<file path="src/rtl/otter_pc_sequencer_if.sv">
// Fetch-side bundle between the PC sequencer,
// program counter, instruction memory and decode.
interface otter_pc_sequencer_if ();
  logic [31:0] PCS_PC_CNT;
  logic        PCS_PC_LD;
  logic [31:0] PCS_PC_DIN;
  logic        PCS_IMEM_REQ;
  logic [31:0] PCS_IMEM_ADDR;
  logic        PCS_IMEM_ACK;
  logic [31:0] PCS_IMEM_DATA;
  logic        PCS_STALL;
  logic        PCS_REDIR_VALID;
  logic [31:0] PCS_REDIR_ADDR;
  logic        PCS_TRAP_VALID;
  logic [31:0] PCS_MTVEC;
  logic        PCS_MRET_VALID;
  logic [31:0] PCS_MEPC;
  logic        PCS_INST_VALID;
  logic [31:0] PCS_INST_DATA;
  logic        PCS_MISALIGN;
  logic [31:0] PCS_FETCH_CNT;

  modport master (
    output PCS_PC_CNT, PCS_IMEM_ACK, PCS_IMEM_DATA,
    output PCS_STALL, PCS_REDIR_VALID, PCS_REDIR_ADDR,
    output PCS_TRAP_VALID, PCS_MTVEC,
    output PCS_MRET_VALID, PCS_MEPC,
    input  PCS_PC_LD, PCS_PC_DIN,
    input  PCS_IMEM_REQ, PCS_IMEM_ADDR,
    input  PCS_INST_VALID, PCS_INST_DATA,
    input  PCS_MISALIGN, PCS_FETCH_CNT
  );

  modport slave (
    input  PCS_PC_CNT, PCS_IMEM_ACK, PCS_IMEM_DATA,
    input  PCS_STALL, PCS_REDIR_VALID, PCS_REDIR_ADDR,
    input  PCS_TRAP_VALID, PCS_MTVEC,
    input  PCS_MRET_VALID, PCS_MEPC,
    output PCS_PC_LD, PCS_PC_DIN,
    output PCS_IMEM_REQ, PCS_IMEM_ADDR,
    output PCS_INST_VALID, PCS_INST_DATA,
    output PCS_MISALIGN, PCS_FETCH_CNT
  );
endinterface

</file>
<file path="src/rtl/otter_pc_sequencer.sv">
// OTTER PC sequencer: picks the next PC load,
// runs the imem handshake and holds stalled words.
module otter_pc_sequencer #(
  parameter logic [31:0] RESET_VEC = 32'h0000_0000
) (
  input  logic                 PCS_CLK,
  input  logic                 PCS_RST_N,
  otter_pc_sequencer_if.slave  bus
);

  typedef enum logic [1:0] {
    BOOT  = 2'd0,
    FETCH = 2'd1,
    HOLD  = 2'd2
  } state_t;

  state_t      state_q, state_d;
  logic [31:0] hold_q, hold_d;
  logic [31:0] fetch_cnt_q, fetch_cnt_d;
  logic        misalign_q, misalign_d;

  logic        pc_ld;
  logic [31:0] pc_din;
  logic        imem_req;
  logic        inst_valid;
  logic [31:0] inst_data;

  logic        ev_any;
  logic        redir_ok;
  logic [31:0] seq_pc;

  assign seq_pc   = bus.PCS_PC_CNT + 32'd4;
  assign redir_ok = (bus.PCS_REDIR_ADDR[1:0] == 2'b00);
  assign ev_any   = bus.PCS_TRAP_VALID
                  | bus.PCS_MRET_VALID
                  | bus.PCS_REDIR_VALID;

  // Next state, PC load decision and delivery
  always_comb begin
    state_d     = state_q;
    hold_d      = hold_q;
    fetch_cnt_d = fetch_cnt_q;
    misalign_d  = 1'b0;
    pc_ld       = 1'b0;
    pc_din      = 32'h0;
    imem_req    = 1'b0;
    inst_valid  = 1'b0;
    inst_data   = 32'h0;
    unique case (state_q)
      BOOT: begin
        pc_ld   = 1'b1;
        pc_din  = RESET_VEC;
        state_d = FETCH;
      end
      FETCH, HOLD: begin
        imem_req = (state_q == FETCH);
        if (ev_any) begin
          state_d = FETCH;
          if (bus.PCS_TRAP_VALID) begin
            pc_ld  = 1'b1;
            pc_din = bus.PCS_MTVEC & ~32'h3;
          end else if (bus.PCS_MRET_VALID) begin
            pc_ld  = 1'b1;
            pc_din = bus.PCS_MEPC & ~32'h3;
          end else if (redir_ok) begin
            pc_ld  = 1'b1;
            pc_din = bus.PCS_REDIR_ADDR;
          end else begin
            misalign_d = 1'b1;
          end
        end else if (state_q == HOLD) begin
          inst_valid = 1'b1;
          inst_data  = hold_q;
          if (!bus.PCS_STALL) begin
            pc_ld       = 1'b1;
            pc_din      = seq_pc;
            fetch_cnt_d = fetch_cnt_q + 32'd1;
            state_d     = FETCH;
          end
        end else if (bus.PCS_IMEM_ACK) begin
          inst_valid = 1'b1;
          inst_data  = bus.PCS_IMEM_DATA;
          if (bus.PCS_STALL) begin
            hold_d  = bus.PCS_IMEM_DATA;
            state_d = HOLD;
          end else begin
            pc_ld       = 1'b1;
            pc_din      = seq_pc;
            fetch_cnt_d = fetch_cnt_q + 32'd1;
          end
        end
      end
      default: begin
        state_d = BOOT;
      end
    endcase
    if (!PCS_RST_N) begin
      pc_ld      = 1'b0;
      pc_din     = 32'h0;
      imem_req   = 1'b0;
      inst_valid = 1'b0;
      inst_data  = 32'h0;
    end
  end

  // State, hold word, counter and misalign pulse
  always_ff @(posedge PCS_CLK) begin
    if (!PCS_RST_N) begin
      state_q     <= BOOT;
      hold_q      <= 32'h0;
      fetch_cnt_q <= 32'h0;
      misalign_q  <= 1'b0;
    end else begin
      state_q     <= state_d;
      hold_q      <= hold_d;
      fetch_cnt_q <= fetch_cnt_d;
      misalign_q  <= misalign_d;
    end
  end

  assign bus.PCS_PC_LD      = pc_ld;
  assign bus.PCS_PC_DIN     = pc_din;
  assign bus.PCS_IMEM_REQ   = imem_req;
  assign bus.PCS_IMEM_ADDR  = bus.PCS_PC_CNT;
  assign bus.PCS_INST_VALID = inst_valid;
  assign bus.PCS_INST_DATA  = inst_data;
  assign bus.PCS_MISALIGN   = misalign_q;
  assign bus.PCS_FETCH_CNT  = fetch_cnt_q;

endmodule

</file>
<file path="src/flat_wrapper.sv">
// flat-port wrapper written by rule: the top's interface ports become plain ports
module otter_pc_sequencer_flat 
#(
  parameter logic [31:0] RESET_VEC = 32'h0000_0000
)
  (PCS_CLK, PCS_RST_N, bus_PCS_PC_CNT, bus_PCS_IMEM_ACK, bus_PCS_IMEM_DATA, bus_PCS_STALL, bus_PCS_REDIR_VALID, bus_PCS_REDIR_ADDR, bus_PCS_TRAP_VALID, bus_PCS_MTVEC, bus_PCS_MRET_VALID, bus_PCS_MEPC, bus_PCS_PC_LD, bus_PCS_PC_DIN, bus_PCS_IMEM_REQ, bus_PCS_IMEM_ADDR, bus_PCS_INST_VALID, bus_PCS_INST_DATA, bus_PCS_MISALIGN, bus_PCS_FETCH_CNT);
  otter_pc_sequencer_if bus_i ();
  input  logic PCS_CLK;
  input  logic PCS_RST_N;
  input wire logic [$bits(bus_i.PCS_PC_CNT)-1:0] bus_PCS_PC_CNT;
  input wire logic [$bits(bus_i.PCS_IMEM_ACK)-1:0] bus_PCS_IMEM_ACK;
  input wire logic [$bits(bus_i.PCS_IMEM_DATA)-1:0] bus_PCS_IMEM_DATA;
  input wire logic [$bits(bus_i.PCS_STALL)-1:0] bus_PCS_STALL;
  input wire logic [$bits(bus_i.PCS_REDIR_VALID)-1:0] bus_PCS_REDIR_VALID;
  input wire logic [$bits(bus_i.PCS_REDIR_ADDR)-1:0] bus_PCS_REDIR_ADDR;
  input wire logic [$bits(bus_i.PCS_TRAP_VALID)-1:0] bus_PCS_TRAP_VALID;
  input wire logic [$bits(bus_i.PCS_MTVEC)-1:0] bus_PCS_MTVEC;
  input wire logic [$bits(bus_i.PCS_MRET_VALID)-1:0] bus_PCS_MRET_VALID;
  input wire logic [$bits(bus_i.PCS_MEPC)-1:0] bus_PCS_MEPC;
  output wire logic [$bits(bus_i.PCS_PC_LD)-1:0] bus_PCS_PC_LD;
  output wire logic [$bits(bus_i.PCS_PC_DIN)-1:0] bus_PCS_PC_DIN;
  output wire logic [$bits(bus_i.PCS_IMEM_REQ)-1:0] bus_PCS_IMEM_REQ;
  output wire logic [$bits(bus_i.PCS_IMEM_ADDR)-1:0] bus_PCS_IMEM_ADDR;
  output wire logic [$bits(bus_i.PCS_INST_VALID)-1:0] bus_PCS_INST_VALID;
  output wire logic [$bits(bus_i.PCS_INST_DATA)-1:0] bus_PCS_INST_DATA;
  output wire logic [$bits(bus_i.PCS_MISALIGN)-1:0] bus_PCS_MISALIGN;
  output wire logic [$bits(bus_i.PCS_FETCH_CNT)-1:0] bus_PCS_FETCH_CNT;
  assign bus_i.PCS_PC_CNT = bus_PCS_PC_CNT;
  assign bus_i.PCS_IMEM_ACK = bus_PCS_IMEM_ACK;
  assign bus_i.PCS_IMEM_DATA = bus_PCS_IMEM_DATA;
  assign bus_i.PCS_STALL = bus_PCS_STALL;
  assign bus_i.PCS_REDIR_VALID = bus_PCS_REDIR_VALID;
  assign bus_i.PCS_REDIR_ADDR = bus_PCS_REDIR_ADDR;
  assign bus_i.PCS_TRAP_VALID = bus_PCS_TRAP_VALID;
  assign bus_i.PCS_MTVEC = bus_PCS_MTVEC;
  assign bus_i.PCS_MRET_VALID = bus_PCS_MRET_VALID;
  assign bus_i.PCS_MEPC = bus_PCS_MEPC;
  assign bus_PCS_PC_LD = bus_i.PCS_PC_LD;
  assign bus_PCS_PC_DIN = bus_i.PCS_PC_DIN;
  assign bus_PCS_IMEM_REQ = bus_i.PCS_IMEM_REQ;
  assign bus_PCS_IMEM_ADDR = bus_i.PCS_IMEM_ADDR;
  assign bus_PCS_INST_VALID = bus_i.PCS_INST_VALID;
  assign bus_PCS_INST_DATA = bus_i.PCS_INST_DATA;
  assign bus_PCS_MISALIGN = bus_i.PCS_MISALIGN;
  assign bus_PCS_FETCH_CNT = bus_i.PCS_FETCH_CNT;
  otter_pc_sequencer #(.RESET_VEC(RESET_VEC)) u_core (.PCS_CLK(PCS_CLK), .PCS_RST_N(PCS_RST_N), .bus(bus_i));
endmodule
</file>
<file path="config.mk">
export PLATFORM = sky130hd
export DESIGN_NAME = otter_pc_sequencer_flat
export DESIGN_NICKNAME = d
export VERILOG_FILES = /design/src/rtl/otter_pc_sequencer_if.sv /design/src/rtl/otter_pc_sequencer.sv /design/src/flat_wrapper.sv
export SDC_FILE = /design/constraint.sdc
export NUM_CORES = 1
export LEC_CHECK = 0
export CAP_MARGIN = 20
export CORE_ASPECT_RATIO = 0.9
export CORE_MARGIN = 4
export CORE_UTILIZATION = 43
export CTS_CLUSTER_DIAMETER = 30
export DETAILED_ROUTE_END_ITERATION = 8
export PLACE_DENSITY_LB_ADDON = 0.25
export SETUP_SLACK_MARGIN = 0.02
export SLEW_MARGIN = 20
export SYNTH_ARGS = -nofsm -noshare
export SYNTH_HDL_FRONTEND = slang
export SYNTH_SLANG_ARGS = --single-unit
</file>
<file path="constraint.sdc">
create_clock -name PCS_CLK -period 8.4 [get_ports PCS_CLK]
set_clock_uncertainty 0.15 [all_clocks]
set_input_delay 1.68 -clock PCS_CLK [delete_from_list [all_inputs] [get_ports PCS_CLK]]
set_output_delay 1.68 -clock PCS_CLK [all_outputs]
set_load 0.05 [all_outputs]
</file>
# Word level (Yosys, flattened, before mapping)
# Cells that the tools add are included.
[word_totals]
out_inout_bits = 132
word_cells = 65
input_bits = 167
reg_bits = 67
[classes]
n_mux = 40
bitwise = 6
reduce_logical = 8
eq_ne = 5
addsub = 2
[ops]
columns = ["op", "count"]
rows = [
  ["two-way mux 32 bit", 17],
  ["adder 32 x 1 -> 32 bit, second input constant", 1],
  ["adder 32 x 3 -> 32 bit, second input constant", 1],
  ["two-way mux 1 bit", 16],
  ["two-way mux 2 bit", 5],
  ["inequality test 4 x 2 -> 1 bit, second input constant", 2],
  ["AND reduction 3 bit", 2],
  ["AND reduction 5 bit", 1],
  ["OR reduction 5 bit", 1],
  ["zero test 2 bit", 2],
  ["inequality test 4 x 3 -> 1 bit, second input constant", 1],
  ["NOT 1 bit", 4],
  ["one-hot mux 2 bit (2 select lines)", 1],
  ["equality test 2 x 1 -> 1 bit, second input constant", 1],
  ["equality test 2 bit, second input constant", 1],
  ["OR 1 bit", 2],
  ["one-hot mux 1 bit (2 select lines)", 1],
  ["nonzero test 2 bit", 1],
  ["OR reduction 2 bit", 1],
]

# Longest topological paths before layout
[logic_depth]
ltp_word = 7
ltp_mapped = 8
depth_no_buf = 6

# Worst setup path after synthesis
# OpenSTA, ideal clock, no wires.
[synth_path]
path_type = "in2out"
start = "input bus_PCS_MRET_VALID"
end = "output bus_PCS_INST_DATA[10]"
slack_ps = 2871
t_arrival_ps = 3699
t_required_ps = 6570
cell_stages = 7
path_buffers = 3
path_cell_list = "clkbuf_1 or3_1 clkbuf_1 nor2_1 clkbuf_1 a22oi_1 nor2_1"
[synth_between]
elab_chain_cells = 5
[synth_rtl]
columns = ["item", "line_no", "rtl"]
rows = [
  ["from (decl)", "flat_wrapper.sv:18", "input wire logic [$bits(bus_i.PCS_MRET_VALID)-1:0] bus_PCS_MRET_VALID;"],
  ["OR 1 bit", "otter_pc_sequencer.sv:35", "| bus.PCS_MRET_VALID"],
  ["OR 1 bit", "otter_pc_sequencer.sv:36", "| bus.PCS_REDIR_VALID;"],
  ["two-way mux 32 bit", "otter_pc_sequencer.sv:57", "if (ev_any) begin"],
  ["two-way mux 32 bit", "otter_pc_sequencer.sv:49", "unique case (state_q)"],
  ["two-way mux 32 bit", "otter_pc_sequencer.sv:97", "if (!PCS_RST_N) begin"],
  ["to (decl)", "flat_wrapper.sv:25", "output wire logic [$bits(bus_i.PCS_INST_DATA)-1:0] bus_PCS_INST_DATA;"],
]
# No other way between the ends.

# Final worst setup path
[layout_path]
start = "input bus_PCS_MRET_VALID"
end = "output bus_PCS_PC_DIN[23]"
[layout_between]
elab_chain_cells = 5
word_cells_on_any_way = 7
cone_classes = "mux: 5; bitwise: 2"
[layout_rtl]
columns = ["item", "line_no", "rtl"]
rows = [
  ["two-way mux 32 bit or OR 1 bit (tied branches)", "otter_pc_sequencer.sv:62, otter_pc_sequencer.sv:35", ""],
  ["two-way mux 32 bit or OR 1 bit (tied branches)", "otter_pc_sequencer.sv:59, otter_pc_sequencer.sv:36", ""],
  ["two-way mux 32 bit *", "otter_pc_sequencer.sv:57", ""],
  ["two-way mux 32 bit *", "otter_pc_sequencer.sv:49", ""],
  ["two-way mux 32 bit *", "otter_pc_sequencer.sv:97", ""],
  ["to (decl)", "flat_wrapper.sv:21", "output wire logic [$bits(bus_i.PCS_PC_DIN)-1:0] bus_PCS_PC_DIN;"],
]
# Mark *: on every way between the ends. The rest lies on a longest branch, timed or not.

==> results.json <==
{
  "layout-drive-gt1-share_pct": 4.01,
  "cts.sink_count": 67,
  "slew_headroom_pct": 31.5,
  "rows": 38,
  "core_area_mm2": 0.0121,
  "vias_per_cell": 5.76,
  "period_share_pct": 83.0,
  "ant_nets": 0,
  "insertion_delay_ns": 0.32,
  "ys_warn_count": 0,
  "slowest_stage": "clkdlybuf4s50_1",
  "internal-power_mw": 0.684,
  "multi_input_area_mm2": 0.00345,
  "cts_resized": 0,
  "setup_viol": 0,
  "route.vias.total": 6529,
  "end_kind": "primary output",
  "synthTopCellsByArea": "dfxtp_1 (25%), nand2_1 (8.1%), a22oi_1 (6.9%)",
  "grt_antenna_before_repair": 1,
  "fin_ws_ns": 1.43,
  "p_comb_share_pct": 27.2,
  "drc": 0,
  "syn_avg_cell_area_um2": 7.13,
  "dr.pass1.iters": 5,
  "grt_pass1_wl_mm": 32.5,
  "netlist_instances": 744,
  "register_area_mm2": 0.00134,
  "numCtsBuffers": 9,
  "finalHoldViolCount": 0,
  "syn_nets": 917,
  "path_clk_slew_ns": 0.05,
  "wl_mm": 20.9,
  "path_cells": "clkdlybuf4s50_1 -> buf_4 -> or3_1 -> nor3_4 -> buf_4 -> o311ai_0 -> nand3_1 -> clkdlybuf4s50_1",
  "tightestPinTransition_ns": 1.02,
  "synth_top_cell_by_area": "dfxtp_1",
  "fin_nets": 1141,
  "start_util_pct": 43.9,
  "maxCapViolations": 0,
  "grt_pass1_vias": 6052,
  "synth_common_cells": "nand2_1 (115), dfxtp_1 (67), clkbuf_1 (55), a21oi_1 (49), a22oi_1 (49)",
  "crit_buf_inv": 4,
  "crit_required_ns": 6.57,
  "clockPowerShare_pct": 39.3,
  "cp-start-kind": "input pin",
  "rsz0062_at_grt": "no",
  "fin_crit_ns": 6.97,
  "seq_area_frac_synth_pct": 25.3,
  "clockBufferDepth": 2,
  "fin_setup_tns_ns": 0,
  "syn-cell-area_mm2": 0.00530,
  "grt_max_degree": 67,
  "final-max-slew-violation-count": 0,
  "fmax_mhz": 143,
  "synth_top_area_share_pct": 25.3,
  "critPathKind": "input pin to primary output",
  "grtUsageTotal_pct": 27.8,
  "synth_edf_count": 0,
  "run_status": "complete, no violations",
  "net-switching-power_mw": 0.275,
  "yosysMostFrequentCell": "nand2_1",
  "stdcell_count": 1134,
  "overflow": 0,
  "buffer_ports.inserted": 294,
  "swShare_pct": 28.7,
  "synthArstFlopShare_pct": 0,
  "post_drt_wl_per_cell_um": 18.4,
  "p_leak_nw": 2.74,
  "num_io_pins": 299,
  "cts_tree": "yes",
  "p_seq_share_pct": 33.5,
  "gp_congestion": 0.924,
  "critPathMaxStageDelay_ns": 0.82,
  "dieHeight_um": 113,
  "synthDistinctLibCells": 49,
  "htreeDepth": 3,
  "post-cts-setup-buffer-count": 0,
  "crit_fanout": 38,
  "synth_flop_cell": "dfxtp_1",
  "fin_util_pct": 69.4,
  "dp_hpwl_mm": 15.4,
  "cts_root_buf": "clkbuf_16",
  "hold_class": "flop to flop",
  "ir_drop_v": 0.000112,
  "die_w_um": 125,
  "critical_path_arrival_ns": 5.14,
  "die_area_mm2": 0.0142,
  "dp_cells": 1117,
  "drt_iter0_drc": 565,
  "fillers": 1068,
  "power_density_mw_per_mm2": 114,
  "crit_family": "buffers and inverters",
  "place_ws_ns": 1.47,
  "power_mw": 0.958,
  "syn_to_final_growth_pct": 58.0,
  "ys_ff_latch": 67,
  "cts_hold_buffers": 0
}
==> logic make-up (layout without fill, tap and decap cells) <==
logic type      after synthesis  after routing  share of synthesized area, %
buf+inv                     108            336                          9.96
compound gates              178            178                          23.3
mux                          12             12                          2.27
other cells                   0              2                             0
flops                        67             67                          25.3
xor+xnor                     21             21                          3.47
simple gates                352            352                          34.3
fa+ha+maj                     6              6                          1.42
==> flip-flops by register name, summed over array words and instances (netlist names) <==
| name | flops |
|---|---|
| u_core.state_q | 2 |
| u_core.bus.PCS_FETCH_CNT | 32 |
| u_core.hold_q | 32 |
| u_core.bus.PCS_MISALIGN | 1 |
==> tightest hold or removal path, delay by kind of cell, from the launching register on <==
family | cells | cell delay [ns]
compound gates | 1 | 0.05
simple gates | 1 | 0.05
flops | 1 | 0.30
==> cell type report <==
type	count	area share, %
tap	160	2.39
clock inverter	2	0.418
antenna	2	0.0598
inverter	15	0.672
sequential	67	16.0
clock buffer	13	3.11
timing repair buffer	306	36.2
multi-input combinational	569	41.2
==> per-layer routing <==
layer  up-vias  GRT usage [%]  wire, µm  share of wire, %
met3        34           6.51      1620               7.8
met2       301           47.3     10200                49
met1      3030           35.0      8540                41
met4         0           8.82       497               2.4
met5         -              0         0                 0
li1       3164              -         -                 -
==> through the flow <==
step	instance area, µm²	hold slack [ns]
global route	8380	0.326
floorplan	5300	0.287
finish	8380	0.301
global placement	8080	0.292
CTS	8370	0.305
detailed placement	8080	0.301
==> power by group through the flow <==
| stage | Combinational, mW | Sequential, mW | Clock (mW) |
|---|---|---|---|
| detailed placement | 0.259 | 0.328 | 0 |
| global placement | 0.258 | 0.328 | 0 |
| global route | 0.276 | 0.321 | 0.397 |
| finish | 0.261 | 0.321 | 0.377 |
| floorplan | 0.134 | 0.328 | 0 |
| CTS | 0.260 | 0.321 | 0.381 |
==> worst paths after layout <==
check                                   startpoint                            to  slack (ns)  cells past startpoint
worst max-delay path            bus_PCS_MRET_VALID            bus_PCS_PC_DIN[23]        1.43                      8
worst min-delay path              u_core.hold_q[1]              u_core.hold_q[1]        0.30                      2
worst min register to register    u_core.hold_q[1]              u_core.hold_q[1]        0.30                      2
worst max register to register   u_core.state_q[0]  u_core.bus.PCS_FETCH_CNT[18]        5.26                      6
==> cells in the final DEF, fill, tap and decap left out, drive strengths merged, types with 3 or more instances in the layout <==
cell type	instances
clkdlybuf4s50	293
o31ai	10
xor2	14
dfxtp	67
or3	7
inv	15
a22oi	49
or4b	4
and4	7
clkbuf	13
ha	6
buf	13
mux2i	12
o311ai	9
nand2b	26
nand3	45
a221o	13
o21ai	21
nand2	115
or4	15
nand4	25
a21oi	49
xnor2	7
a22o	16
nor4	24
nor4b	3
nand4b	5
and2	9
nor3	14
nor2	47
o211ai	3
Note: power is estimated with default switching activity, not from simulation.
